[src/rtl/win_buzzer_pkg.sv]
// Shared types and 50 MHz timing defaults for the win buzzer driver.
// The ack-abort feature is enabled by defining WIN_BUZZER_ACK_EN.
package win_buzzer_pkg;

  typedef enum logic [2:0] {
    ST_IDLE    = 3'd0,
    ST_BEEP    = 3'd1,
    ST_GAP     = 3'd2,
    ST_DONE    = 3'd3,
    ST_HOLDOFF = 3'd4
  } state_e;

  localparam int unsigned DEF_TONE_HALF_PERIOD = 32'd25000;
  localparam int unsigned DEF_BEEP_CYCLES      = 32'd10000000;
  localparam int unsigned DEF_GAP_CYCLES       = 32'd5000000;
  localparam int unsigned DEF_NUM_BEEPS        = 32'd3;

  function automatic int unsigned max_u(input int unsigned a, input int unsigned b);
    return (a > b) ? a : b;
  endfunction

  // Counter width for values 0..n-1, never narrower than one bit.
  function automatic int unsigned cnt_width(input int unsigned n);
    return (n <= 32'd1) ? 32'd1 : $clog2(n);
  endfunction

endpackage

[src/rtl/win_buzzer_driver_tone_gen.sv]
// Square-wave tone generator: starts high on the first enabled cycle and
// toggles every HALF_PERIOD cycles; clr returns it to silence.
module tone_gen
  import win_buzzer_pkg::*;
#(
  parameter int unsigned HALF_PERIOD = DEF_TONE_HALF_PERIOD
) (
  input  logic clk,
  input  logic reset_n,
  input  logic en,
  input  logic clr,
  output logic tone
);

  localparam int unsigned   CW   = cnt_width(HALF_PERIOD);
  localparam logic [CW-1:0] LAST = CW'(HALF_PERIOD - 32'd1);

  logic [CW-1:0] cnt_q, cnt_d;
  logic          tone_q, tone_d;
  logic          run_q, run_d;

  // Next-state for the half-period divider and toggle flop.
  always_comb begin
    cnt_d  = cnt_q;
    tone_d = tone_q;
    run_d  = run_q;
    if (clr) begin
      cnt_d  = '0;
      tone_d = 1'b0;
      run_d  = 1'b0;
    end else if (en) begin
      if (!run_q) begin
        cnt_d  = '0;
        tone_d = 1'b1;
        run_d  = 1'b1;
      end else if (cnt_q == LAST) begin
        cnt_d  = '0;
        tone_d = ~tone_q;
      end else begin
        cnt_d = cnt_q + 1'b1;
      end
    end else begin
      cnt_d = cnt_q;
    end
  end

  // Divider and tone registers.
  always_ff @(posedge clk or negedge reset_n) begin
    if (!reset_n) begin
      cnt_q  <= '0;
      tone_q <= 1'b0;
      run_q  <= 1'b0;
    end else begin
      cnt_q  <= cnt_d;
      tone_q <= tone_d;
      run_q  <= run_d;
    end
  end

  assign tone = tone_q;

endmodule

[src/rtl/win_buzzer_driver.sv]
// Win buzzer driver: plays NUM_BEEPS tone bursts on a rising edge of buzz_in,
// then pulses stop. Define WIN_BUZZER_ACK_EN to let ack abort the sequence.
module win_buzzer_driver
  import win_buzzer_pkg::*;
#(
  parameter int unsigned TONE_HALF_PERIOD = DEF_TONE_HALF_PERIOD,
  parameter int unsigned BEEP_CYCLES      = DEF_BEEP_CYCLES,
  parameter int unsigned GAP_CYCLES       = DEF_GAP_CYCLES,
  parameter int unsigned NUM_BEEPS        = DEF_NUM_BEEPS
) (
  input  logic clk,
  input  logic reset_n,
  input  logic buzz_in,
  input  logic ack,
  output logic speaker,
  output logic stop,
  output logic busy
);

  localparam int unsigned      DUR_W      = cnt_width(max_u(BEEP_CYCLES, GAP_CYCLES));
  localparam int unsigned      BC_W       = cnt_width(NUM_BEEPS + 32'd1);
  localparam logic [DUR_W-1:0] BEEP_LAST  = DUR_W'(BEEP_CYCLES - 32'd1);
  localparam logic [DUR_W-1:0] GAP_LAST   = DUR_W'(GAP_CYCLES - 32'd1);
  localparam logic [BC_W-1:0]  BEEP_FINAL = BC_W'(NUM_BEEPS - 32'd1);

  state_e           state_q, state_d;
  logic [DUR_W-1:0] dur_q, dur_d;
  logic [BC_W-1:0]  beeps_q, beeps_d;
  logic             buzz_q;
  logic             armed_q;
  logic             busy_q, busy_d;
  logic             stop_q, stop_d;
  logic             trigger_s;
  logic             ack_s;
  logic             tone_en_s;
  logic             tone_clr_s;

`ifdef WIN_BUZZER_ACK_EN
  assign ack_s = ack;
`else
  logic unused_ack_s;
  assign unused_ack_s = ack;
  assign ack_s        = 1'b0;
`endif

  // armed_q blocks the first cycle after reset, so a level already high at
  // release is not mistaken for a fresh rising edge.
  assign trigger_s = armed_q & buzz_in & ~buzz_q;

  // Sequencer next-state, counters and registered-output targets.
  always_comb begin
    state_d = state_q;
    dur_d   = dur_q;
    beeps_d = beeps_q;
    case (state_q)
      ST_IDLE: begin
        if (trigger_s) begin
          state_d = ST_BEEP;
          beeps_d = '0;
        end else begin
          state_d = ST_IDLE;
        end
      end
      ST_BEEP: begin
        if (ack_s) begin
          state_d = ST_DONE;
          beeps_d = beeps_q + 1'b1;
        end else if (dur_q == BEEP_LAST) begin
          state_d = (beeps_q == BEEP_FINAL) ? ST_DONE : ST_GAP;
          beeps_d = beeps_q + 1'b1;
        end else begin
          dur_d = dur_q + 1'b1;
        end
      end
      ST_GAP: begin
        if (ack_s) begin
          state_d = ST_DONE;
        end else if (dur_q == GAP_LAST) begin
          state_d = ST_BEEP;
        end else begin
          dur_d = dur_q + 1'b1;
        end
      end
      ST_DONE:    state_d = ST_HOLDOFF;
      ST_HOLDOFF: begin
        if (!buzz_in) begin
          state_d = ST_IDLE;
        end else begin
          state_d = ST_HOLDOFF;
        end
      end
      default:    state_d = ST_IDLE;
    endcase

    if (state_d != state_q) begin
      dur_d = '0;
    end else begin
      dur_d = dur_d;
    end

    busy_d     = (state_d == ST_BEEP) || (state_d == ST_GAP);
    stop_d     = (state_d == ST_DONE);
    tone_en_s  = (state_d == ST_BEEP);
    tone_clr_s = (state_q == ST_BEEP) && (state_d != ST_BEEP);
  end

  // All sequencer state and registered outputs.
  always_ff @(posedge clk or negedge reset_n) begin
    if (!reset_n) begin
      state_q <= ST_IDLE;
      dur_q   <= '0;
      beeps_q <= '0;
      buzz_q  <= 1'b0;
      armed_q <= 1'b0;
      busy_q  <= 1'b0;
      stop_q  <= 1'b0;
    end else begin
      state_q <= state_d;
      dur_q   <= dur_d;
      beeps_q <= beeps_d;
      buzz_q  <= buzz_in;
      armed_q <= 1'b1;
      busy_q  <= busy_d;
      stop_q  <= stop_d;
    end
  end

  tone_gen #(
    .HALF_PERIOD(TONE_HALF_PERIOD)
  ) u_tone_gen (
    .clk    (clk),
    .reset_n(reset_n),
    .en     (tone_en_s),
    .clr    (tone_clr_s),
    .tone   (speaker)
  );

  assign stop = stop_q;
  assign busy = busy_q;

endmodule
[config.mk]
export PLATFORM = sky130hd
export DESIGN_NAME = win_buzzer_driver
export DESIGN_NICKNAME = d
export VERILOG_FILES = /design/src/rtl/win_buzzer_pkg.sv /design/src/rtl/win_buzzer_driver_tone_gen.sv /design/src/rtl/win_buzzer_driver.sv
export SDC_FILE = /design/constraint.sdc
export NUM_CORES = 1
export LEC_CHECK = 0
export CELL_PAD_IN_SITES_DETAIL_PLACEMENT = 1
export CELL_PAD_IN_SITES_GLOBAL_PLACEMENT = 1
export CORE_ASPECT_RATIO = 1.2
export CORE_UTILIZATION = 44
export DETAILED_ROUTE_END_ITERATION = 6
export GPL_ROUTABILITY_DRIVEN = 0
export PLACE_DENSITY_LB_ADDON = 0.1
export SKIP_CTS_REPAIR_TIMING = 1
export SLEW_MARGIN = 20
export SYNTH_ARGS = -nofsm -noshare
export SYNTH_HDL_FRONTEND = slang
export SYNTH_SLANG_ARGS = --single-unit
[constraint.sdc]
create_clock -name clk -period 2.2 [get_ports clk]
set_clock_uncertainty 0.15 [all_clocks]
set_input_delay 0.44 -clock clk [delete_from_list [all_inputs] [get_ports clk]]
set_output_delay 0.44 -clock clk [all_outputs]
set_load 0.01 [all_outputs]
==> metrics.md, run 1 <==
| Metric | Value |
|---|---|
| Aggregate global routing overflow | 0 |
| Relative slew slack | 0.637 |
| Worst skew pair latency | 320 ps |
| CTS Buf Count | 5 |
| Iter 0 DRT Violations | between 100 and 150 |
| Slew Limit Fails | 0 |
| Synth Instances | between 300 and 400 |
| Die X-Extent | 76.9 um |
| Final Power | 2880 uW |
| Syn nets | between 300 and 400 |
| Register bit count reported by yosys | 50 |
| Failing checks | setup timing |
| Dpl cells | 482 |
| Synth cell types | 58 |
| Tmin final | 2400 ps |
| Seq/Total Area, Yosys | 0.422 |
| Post-synth EDFFs | 0 |
| Pre-CTS setup slack | -561 ps |
| Post-synth ARST share | 1.00 |
| Final non-filler cell total | between 500 and 600 |
| Critical Path Source | state_q[1] |
| Final #Nets | roughly 430 |
| DRC Markers | 0 |
| Hold Path Class | reg2reg |
| Row count | 32 |
| Run status | finished, violations left |
| Main area contributors after synthesis | dfrtp_1 (42%), nand3_1 (4.6%), xnor2_1 (3.8%), nor2_1 (3.8%), o21ai_0 (2.9%) |
| Leakage | 0.00182 uW |
| Vias | 3,041 |
| Maximum clock path buffer count | 2 |
| Area share of the largest cell type after synthesis | 0.422 |
| DIE AREA | 7070 um2 |
| Buffers on Ports | 5 |
| Post-DP HPWL | 6850 um |
| Reg2Reg Launch Point | state_q[1] |
| Wire per inst | about 22 um |
| Ys flop type | dfrtp_1 |
| DR pass1 iterations | 4 |
| CTS sink count | 50 |
| Kind of critical path | reg2reg |
| TritonCTS clock tree | yes |
| # diodes | 0 |
| Worst Path Max Fanout | 6 |
| I/O Pins | 7 |
| CTS HTree Levels | 2 |
| Post-layout util | 0.660 |
| Worst Setup EP | u_tone_gen.cnt_q[9] |
| Largest net degree at the start of global routing | 33 |
| First-pass GRT wire length | 14,600 um |
| Post-route ant nets | 0 |
| Final TNS setup | -5180 ps |
| Avg Cell Area, Syn | 9.24 um2 |
| Arrival @ worst endpoint | 2440 ps |
| Antenna violations before repair | 0 |
| RSZ-0062 raised after global routing | yes |
| Number of max-cap violations | 0 |
| Startpoint Class | flip-flop |
| Reg2reg setup slack | -200 ps |
| Wirelength, routed | approximately 11,000 um |
| Critical Path End Type | flip-flop |
| Maximum VDD drop | 302 uV |
| Max Freq | 0.416 GHz |
| Fin. Hold Viols | 0 |
| Final worst path period share | 1.09 |
| Post-synth top area cell | dfrtp_1 |
| Starting Density | 0.457 |
| Reg2Reg Depth | 9 |
| GRT Resource Usage Total | 0.268 |
| Actual slew at the worst max-slew pin | between 500 and 600 ps |
| Mapped cell area | 2970 um2 |
| Chip height | 91.9 um |
| Vias in the first global route | between 3,000 and 4,000 |
| Worst setup margin | -202 ps |
| Final Setup Violations | 44 |
| Area Growth Syn to Fin | 44.3% |
| Root Buffer | clkbuf_8 |
| Ys Warns | 0 |
| Layout cells sized above 1 | 0.379 |
| Reg-to-Reg End | u_tone_gen.cnt_q[9] |
| Core area | 6490 um2 |
| Worst path required time | 2240 ps |
| Drt via density | 6.02 |
| Clock transition at the registers of the reported paths | roughly 90 ps |
| Power Density | 672 nW/um2 |
-- worst max-delay path: stages (launching register included) --
cell and delay, ps:
dfrtp_1 410, buf_6 130, or3b_4 400, buf_6 150
nor4_4 320, buf_4 190, buf_4 160, a211oi_1 90
o21ai_1 160, o41ai_1 110
-- where the power goes --
part           switching (uW)  internal (uW)
Sequential               98.9           1040
Combinational             546            532
Clock                     322            341
Total                     967           1910
-- synthesized netlist by cell type (2+ instances only) --
| cell type | count |
|---|---|
| a21oi_1 | 14 |
| nand2b_1 | 3 |
| nor4_1 | 9 |
| o211ai_1 | 2 |
| nor3_1 | 8 |
| nor2b_1 | 4 |
| ha_1 | 3 |
| nor4b_1 | 4 |
| and4_1 | 5 |
| nand2_1 | 21 |
| or4_1 | 4 |
| or3b_2 | 2 |
| buf_2 | 3 |
| xor2_1 | 3 |
| o21ai_0 | 17 |
| nor2_1 | 30 |
| a21o_1 | 11 |
| a211oi_1 | 3 |
| o21bai_1 | 5 |
| nand3b_1 | 2 |
| mux2i_1 | 2 |
| dfrtp_1 | 50 |
| and2_1 | 5 |
| a22o_1 | 9 |
| or2_2 | 4 |
| xnor2_1 | 13 |
| inv_1 | 8 |
| a211o_1 | 2 |
| o21a_1 | 2 |
| buf_4 | 3 |
| nand4_1 | 9 |
| and4b_1 | 2 |
| nand3_1 | 27 |
| or3_1 | 2 |
| clkbuf_1 | 4 |
| o21ai_1 | 2 |
| nor4bb_1 | 2 |
| or4bb_1 | 2 |
-- cell usage in the layout (no fill, tap or decap), drive strengths merged, types with 8 or more instances in the layout --
| cell type | instances |
|---|---|
| o21ai | 19 |
| buf | 96 |
| nor3 | 8 |
| a21o | 11 |
| dfrtp | 50 |
| a21oi | 15 |
| a22o | 9 |
| clkbuf | 9 |
| nand4 | 9 |
| nand2 | 21 |
| inv | 8 |
| nor4 | 11 |
| xnor2 | 13 |
| nand3 | 27 |
| nor2 | 31 |
-- state kept, by name (all words and copies together) (netlist names) --
| signal | cells |
|---|---|
| u_tone_gen.tone | 1 |
| beeps_q | 2 |
| u_tone_gen.cnt_q | 15 |
| u_tone_gen.run_q | 1 |
| state_q | 3 |
| armed_q | 1 |
| buzz_q | 1 |
| busy | 1 |
| stop | 1 |
| dur_q | 24 |
-- how the worst min path moves through the flow --
stage | from | endpoint | slack (ps) | depth (start not counted)
after floorplan | reset_n | armed_q | -6 | 0
after global placement | reset_n | stop | 270 | 1
after detailed placement | reset_n | u_tone_gen.run_q | 280 | 1
after CTS | reset_n | stop | -60 | 1
after global routing | beeps_q[0] | beeps_q[0] | 410 | 1
final | beeps_q[0] | beeps_q[0] | 360 | 1
-- logic make-up (layout without fill, tap and decap cells) --
group           after synthesis  after routing  share of synthesized area
xor+xnor                     16             16                     0.0473
other cells                   1              1                    0.00126
fa+ha+maj                     3              3                     0.0127
simple gates                154            154                      0.300
compound gates               75             75                      0.177
mux                           2              2                    0.00675
flops                        50             50                      0.422
buf+inv                      20            119                     0.0333
-- area by class of cell --
cell class	instances	area [um2]
multi-input cells	251	1900
clock buffers	7	76.3
flip-flops and latches	50	1250
fillers	751	2210
clock inverters	1	30.0
inverters	8	30.0
well taps	85	106
repair buffers	103	886
-- through the flow --
stage / instance area (um2) / hold WS [ps]
2_1_floorplan: 2970 / -5.59
3_3_place_gp: 3710 / 266
3_5_place_dp: 3710 / 280
4_1_cts: 3810 / -57.4
5_1_grt: 4280 / 413
6_report: 4280 / 359
-- metal layers --
layer	track usage	vias to the layer above	wire [um]
met4	0.0962	0	456
met5	0	-	0
met3	0.0338	37	370
met1	0.292	1525	4280
li1	-	1384	-
met2	0.520	95	6190
Power figures use the tool's default switching activity.
==> inputs of run 2 (changes only) <==
--- a/config.mk
+++ b/config.mk
@@ -8,12 +8,12 @@
 export CELL_PAD_IN_SITES_DETAIL_PLACEMENT = 1
 export CELL_PAD_IN_SITES_GLOBAL_PLACEMENT = 1
 export CORE_ASPECT_RATIO = 1.2
+export CORE_MARGIN = 3
 export CORE_UTILIZATION = 44
 export DETAILED_ROUTE_END_ITERATION = 6
 export GPL_ROUTABILITY_DRIVEN = 0
 export PLACE_DENSITY_LB_ADDON = 0.1
 export SKIP_CTS_REPAIR_TIMING = 1
-export SLEW_MARGIN = 20
 export SYNTH_ARGS = -nofsm -noshare
 export SYNTH_HDL_FRONTEND = slang
 export SYNTH_SLANG_ARGS = --single-unit
==> run 2 against run 1 <==
  * The flow still finishes with violations (setup timing)
  * Critical path depth down 1
  * First-iteration DRC count did not move
  * Final cell count rose by 0.59%
  * Final area increased by 0.18%
  * Global-route usage decreased by 2.6 points
  * Non-clock buffer count is 2 higher
  * Setup slack improved by 110 ps
  * Die area is 9.8% higher
  * Via count increased by 0.23%
  * Sequential cell count did not move
==> metrics.md, run 2 (synthesis gave the netlist of run 1 again) <==
| Metric | Value |
|---|---|
| Clock share of power | 0.226 (-0.005) |
| Most common cell after layout, fill and taps aside | buf_4 |
| Share of power burned in registers | 0.391 (-0.004) |
| Commonest non-fill, non-tap cells in the layout | buf_4 (87), dfrtp_1 (50), nand3_1 (26) |
| I/O Pins | 7 (unchanged) |
| Slew Limit Fails | 0 (unchanged) |
| Final worst path period share | 1.04 (-0.0479) |
| Antenna violations before repair | 0 (unchanged) |
| Max reg flops | 24 (unchanged) |
| Power Density | 687 nW/um2 (+2.2%) |
| Relative slew slack | 0.557 (-0.0805) |
| Largest net degree at the start of global routing | 51 (+55%) |
| Net Sw Frac | 0.347 (+0.0113) |
| Fin Hold WS | 89.8 ps (-270 ps) |
| DRC Markers | 0 (unchanged) |
| Worst setup margin | -96.2 ps (+105 ps) |
| Final Setup Violations | 22 (-50%) |
| Critical Path End Type | flip-flop |
| Root Buffer | clkbuf_8 |
| Aggregate global routing overflow | 0 (unchanged) |
| GRT Resource Usage Total | 0.242 (-0.0257) |
| # diodes | 0 (unchanged) |
| Cell internal pwr | 1920 uW (+0.65%) |
| Worst path required time | 2250 ps (about the same) |
| Chip height | 95.9 um (+4.4%) |
| Top flop regs | dur_q x24, u_tone_gen.cnt_q x15, state_q x3 |
| Arrival @ worst endpoint | 2350 ps (-90 ps) |
| Post-route ant nets | 0 (unchanged) |
| Post-layout util | 0.661 (+0.00116) |
| Clock transition at the registers of the reported paths | 100 ps (about the same) |
| CTS HTree Levels | 2 (unchanged) |
| Run status | finished, violations left |
| Max Freq | 0.436 GHz (+4.6%) |
| Worst skew pair latency | 320 ps (about the same) |
| Number of max-cap violations | 0 (unchanged) |
| Starting Density | 0.457 (unchanged) |
| Top reg by flops | dur_q |
| Actual slew at the worst max-slew pin | 665 ps (+122 ps) |
| Wirelength, routed | 11,100 um (-1.4%) |
| Iter 0 DRT Violations | 144 (unchanged) |
| Post-DP HPWL | 6660 um (-2.9%) |
| Area Growth Syn to Fin | 44.6% |
| DP Area | 3660 um2 (-1.3%) |
| Maximum clock path buffer count | 2 (unchanged) |
| CTS sink count | 50 (unchanged) |
| Core area | 6490 um2 (unchanged) |
| Wire per inst | 21.9 um (-2.0%) |
| Fin. Hold Viols | 0 (unchanged) |
| Final #Nets | 429 (+0.70%) |
| First-pass GRT wire length | 14,500 um (-0.85%) |
| Drt via density | 6.00 (-0.36%) |
| Buffers on Ports | 5 (unchanged) |
| TritonCTS clock tree | yes |
| RSZ-0062 raised after global routing | yes |
| Fin area | 4290 um2 (+0.18%) |
| Layout cells sized above 1 | 0.400 (+0.0210) |
| Vias | 3,048 (+0.23%) |
| Failing checks | setup timing |
| Worst Path Max Fanout | 4 (-2) |
| Final Power | 2950 uW (+2.4%) |
| Die X-Extent | 80.9 um (+5.2%) |
| Hold Path Class | in2async |
| Leakage | 0.00188 uW (+3.6%) |
| Row count | 32 (unchanged) |
| DIE AREA | 7760 um2 (+9.8%) |
| DR pass1 iterations | 4 (unchanged) |
| Kind of critical path | reg2reg |
| Vias in the first global route | 3,030 (-0.59%) |
| Combinational Power Share | 0.382 (+0.007) |
| P_sw | 1020 uW (+5.8%) |
| Startpoint Class | flip-flop |
| Tmin final | 2300 ps (-105 ps) |
| Maximum VDD drop | 317 uV (+5.0%) |
| CTS Buf Count | 5 (unchanged) |
==> run 2: cell type report <==
cell class | instances | area, um2
multi-input cells | 252 | 1910
clock buffers | 5 | 68.8
well taps | 85 | 106
repair buffers | 105 | 883
clock inverters | 3 | 40.0
flip-flops and latches | 50 | 1250
inverters | 8 | 30.0
fillers | 744 | 2200
==> run 2: power groups by stage <==
| stage | sequential [uW] | clock (uW) | combinational [uW] |
|---|---|---|---|
| 5_1_grt | 1160 | 706 | 1200 |
| 3_5_place_dp | 1140 | 0 | 806 |
| 4_1_cts | 1120 | 670 | 815 |
| 6_report | 1150 | 667 | 1130 |
| 3_3_place_gp | 1130 | 0 | 769 |
| 2_1_floorplan | 1160 | 0 | 396 |
==> run 2: metal layers <==
layer	track usage	vias to the layer above	wire length, um
met5	0	-	0
met4	0.0690	0	380
met3	0.0403	37	288
met2	0.461	73	6150
met1	0.273	1540	4330
li1	-	1398	-
==> run 2: metrics by stage <==
step	TNS (ps)	std cells	worst slack, ps
after floorplan	0	321	11.2
after global placement	-13540	479	-541
after detailed placement	-18700	479	-692
after CTS	-8970	487	-567
after global routing	-4350	508	-210
final	-744	508	-96.2
==> run 2: critical path, stage by stage, from the launching register on <==
cell      delay (ps)
dfrtp_1          440
ha_4             190
buf_6            110
nand4_1          200
nor4_4           360
a21o_1           210
buf_4            160
o21bai_1         100
a22o_1           250
==> run 2: final timing paths <==
kind / startpoint / endpoint / slack, ps / depth (start not counted)
setup / recovery: dur_q[1] / u_tone_gen.cnt_q[10] / -100 / 8
max in group asynchronous: reset_n / dur_q[13] / 1360 / 2
hold reg to reg: beeps_q[0] / beeps_q[0] / 370 / 1
setup reg to reg: dur_q[1] / u_tone_gen.cnt_q[10] / -100 / 8
hold / removal: reset_n / armed_q / 90 / 2
min in group clk: buzz_in / buzz_q / 270 / 2
==> inputs of run 3 (changes only) <==
--- a/config.mk
+++ b/config.mk
@@ -9,7 +9,9 @@
 export CELL_PAD_IN_SITES_GLOBAL_PLACEMENT = 1
 export CORE_ASPECT_RATIO = 1.2
 export CORE_MARGIN = 3
-export CORE_UTILIZATION = 44
+export CORE_UTILIZATION = 45
+export CTS_BUF_LIST = sky130_fd_sc_hd__clkbuf_8
+export CTS_CLUSTER_SIZE = 12
 export DETAILED_ROUTE_END_ITERATION = 6
 export GPL_ROUTABILITY_DRIVEN = 0
 export PLACE_DENSITY_LB_ADDON = 0.1
==> run 3 against run 2 <==
  * The flow still finishes with violations (setup timing)
  * Largest cell class unchanged
  * Wire length is 16% higher
  * Register-to-register slack worse by 190 ps
  * Critical path type unchanged
  * Maximum frequency is 7.6% lower
  * Largest power group unchanged
==> metrics.md, run 3 (synthesis gave the netlist of run 1 again) <==
| Metric | Value |
|---|---|
| Power Density | 665 nW/um2 (-3.2%) |
| Area Growth Syn to Fin | 44.6% (about the same) |
| Buffers on Ports | 5 (unchanged) |
| Post-route ant nets | 0 (unchanged) |
| Most common cell after layout, fill and taps aside | buf_4 |
| Leakage | 0.00183 uW (-3.1%) |
| Row count | 31 (-3.1%) |
| Iter 0 DRT Violations | 151 (+4.9%) |
| Worst path required time | 2230 ps (-20 ps) |
| TritonCTS clock tree | yes |
| Crit-path leading delay family | simple AND/OR/NAND/NOR gates |
| Wirelength, routed | 13,000 um (+16%) |
| Number of max-cap violations | 0 (unchanged) |
| Layout cells sized above 1 | 0.397 (-0.00285) |
| Top flop regs | dur_q x24, u_tone_gen.cnt_q x15, state_q x3 |
| Pre-CTS setup slack | -501 ps (+191 ps) |
| # diodes | 0 (unchanged) |
| Tmin final | 2490 ps (+190 ps) |
| Worst setup margin | -286 ps (-190 ps) |
| GRT Resource Usage Total | 0.259 (+0.0166) |
| Arrival @ worst endpoint | 2520 ps (+170 ps) |
| I/O Pins | 7 (unchanged) |
| Drt via density | 6.46 (+7.6%) |
| CTS HTree Levels | 2 (unchanged) |
| Kind of critical path | reg2reg |
| CP max stage cell | or3b_4 |
| CTS sink count | 50 (unchanged) |
| Final Setup Violations | 46 (+110%) |
| Startpoint Class | flip-flop |
| Post-DP HPWL | 6940 um (+4.3%) |
| Top reg by flops | dur_q |
| Maximum clock path buffer count | 2 (unchanged) |
| Final worst path period share | 1.13 (+0.0864) |
| Run status | finished, violations left |
| Slew Limit Fails | 0 (unchanged) |
| Post-layout util | 0.691 (+0.0302) |
| Vias | 3,248 (+6.6%) |
| Starting Density | 0.478 (+0.0206) |
| Largest net degree at the start of global routing | 31 (-39%) |
| Cell Chain, Critical Path | buf_6, or3b_4, buf_8, nor4_4, buf_4, a211oi_1, o21ai_0, o41ai_2 |
| Critical Path End Type | flip-flop |
| Worst Path Max Fanout | 4 (unchanged) |
| Worst skew pair latency | 320 ps (about the same) |
| Vias in the first global route | 3,156 (+4.2%) |
| WP buf/inv | 3 (+1) |
| Relative slew slack | 0.593 (+0.0359) |
| Failing checks | setup timing |
| First-pass GRT wire length | 15,200 um (+5.2%) |
| Antenna violations before repair | 0 (unchanged) |
| Actual slew at the worst max-slew pin | 603 ps (-62.0 ps) |
| Aggregate global routing overflow | 0 (unchanged) |
| DRC Markers | 0 (unchanged) |
| Fin Hold WS | 424 ps (+334 ps) |
| Max Freq | 0.402 GHz (-7.6%) |
| Maximum VDD drop | 369 uV (+17%) |
| RSZ-0062 raised after global routing | yes |
| Wire per inst | 25.8 um (+17%) |
| Final TNS setup | -6620 ps (-5870 ps) |
| Dpl cells | 479 (unchanged) |
| Die X-Extent | 80.1 um (-1.0%) |
| Final #Nets | 427 (-0.47%) |
| Commonest non-fill, non-tap cells in the layout | buf_4 (84), dfrtp_1 (50), nand3_1 (26) |
| DIE AREA | 7600 um2 (-2.1%) |
| Final non-filler cell total | 503 (-0.98%) |
| Fin. Hold Viols | 0 (unchanged) |
| Core area | 6210 um2 (-4.3%) |
| CTS Buf Count | 5 (unchanged) |
| Fill cells | 674 (-9.4%) |
| Chip height | 94.9 um (-1.0%) |
| Max reg flops | 24 (unchanged) |
| Hold Path Class | reg2reg |
| Clock transition at the registers of the reported paths | 100 ps (about the same) |
| DR pass1 iterations | 4 (unchanged) |
| Slowest cell delay on critical path | 420 ps (-20 ps) |
| Root Buffer | clkbuf_8 |
[run 3: final timing paths]
check,startpoint,end,slack (ps),depth (start not counted)
worst max-delay path,state_q[1],u_tone_gen.cnt_q[9],-290,8
worst min-delay path,u_tone_gen.cnt_q[1],u_tone_gen.cnt_q[1],420,1
worst max register to register,state_q[1],u_tone_gen.cnt_q[9],-290,8
worst min register to register,u_tone_gen.cnt_q[1],u_tone_gen.cnt_q[1],420,1
max in group asynchronous,reset_n,dur_q[0],870,3
min in group asynchronous,reset_n,stop,470,2
[run 3: layout make-up]
class	instances	area [um2]	area share
inverter	8	30.0	0.00700
multi-input combinational	251	1910	0.446
timing repair buffer	104	901	0.210
clock buffer	6	82.6	0.0193
tap	82	103	0.0239
clock inverter	2	8.76	0.00204
sequential	50	1250	0.292
[run 3: report_power, final]
part | leakage (uW) | internal, uW | switching, uW
clock network | 0.0000524 | 251 | 340
registers | 0.000665 | 1040 | 111
logic | 0.00111 | 556 | 559
total | 0.00183 | 1840 | 1010
[run 3: routing by layer]
metal  vias to the layer above  track usage  routed length, um
met5                         -            0                  0
met4                         0       0.0746                763
met3                        72       0.0277                599
met2                       147        0.499               6740
met1                      1640        0.295               4860
li1                       1389            -                  -
[run 3: metrics by stage]
step                      power (uW)  cell area (um2)
final                           2850             4290
after global routing            2980             4290
after CTS                       2540             3800
after detailed placement        1970             3700
after global placement          1920             3700
after floorplan                 1560             2970
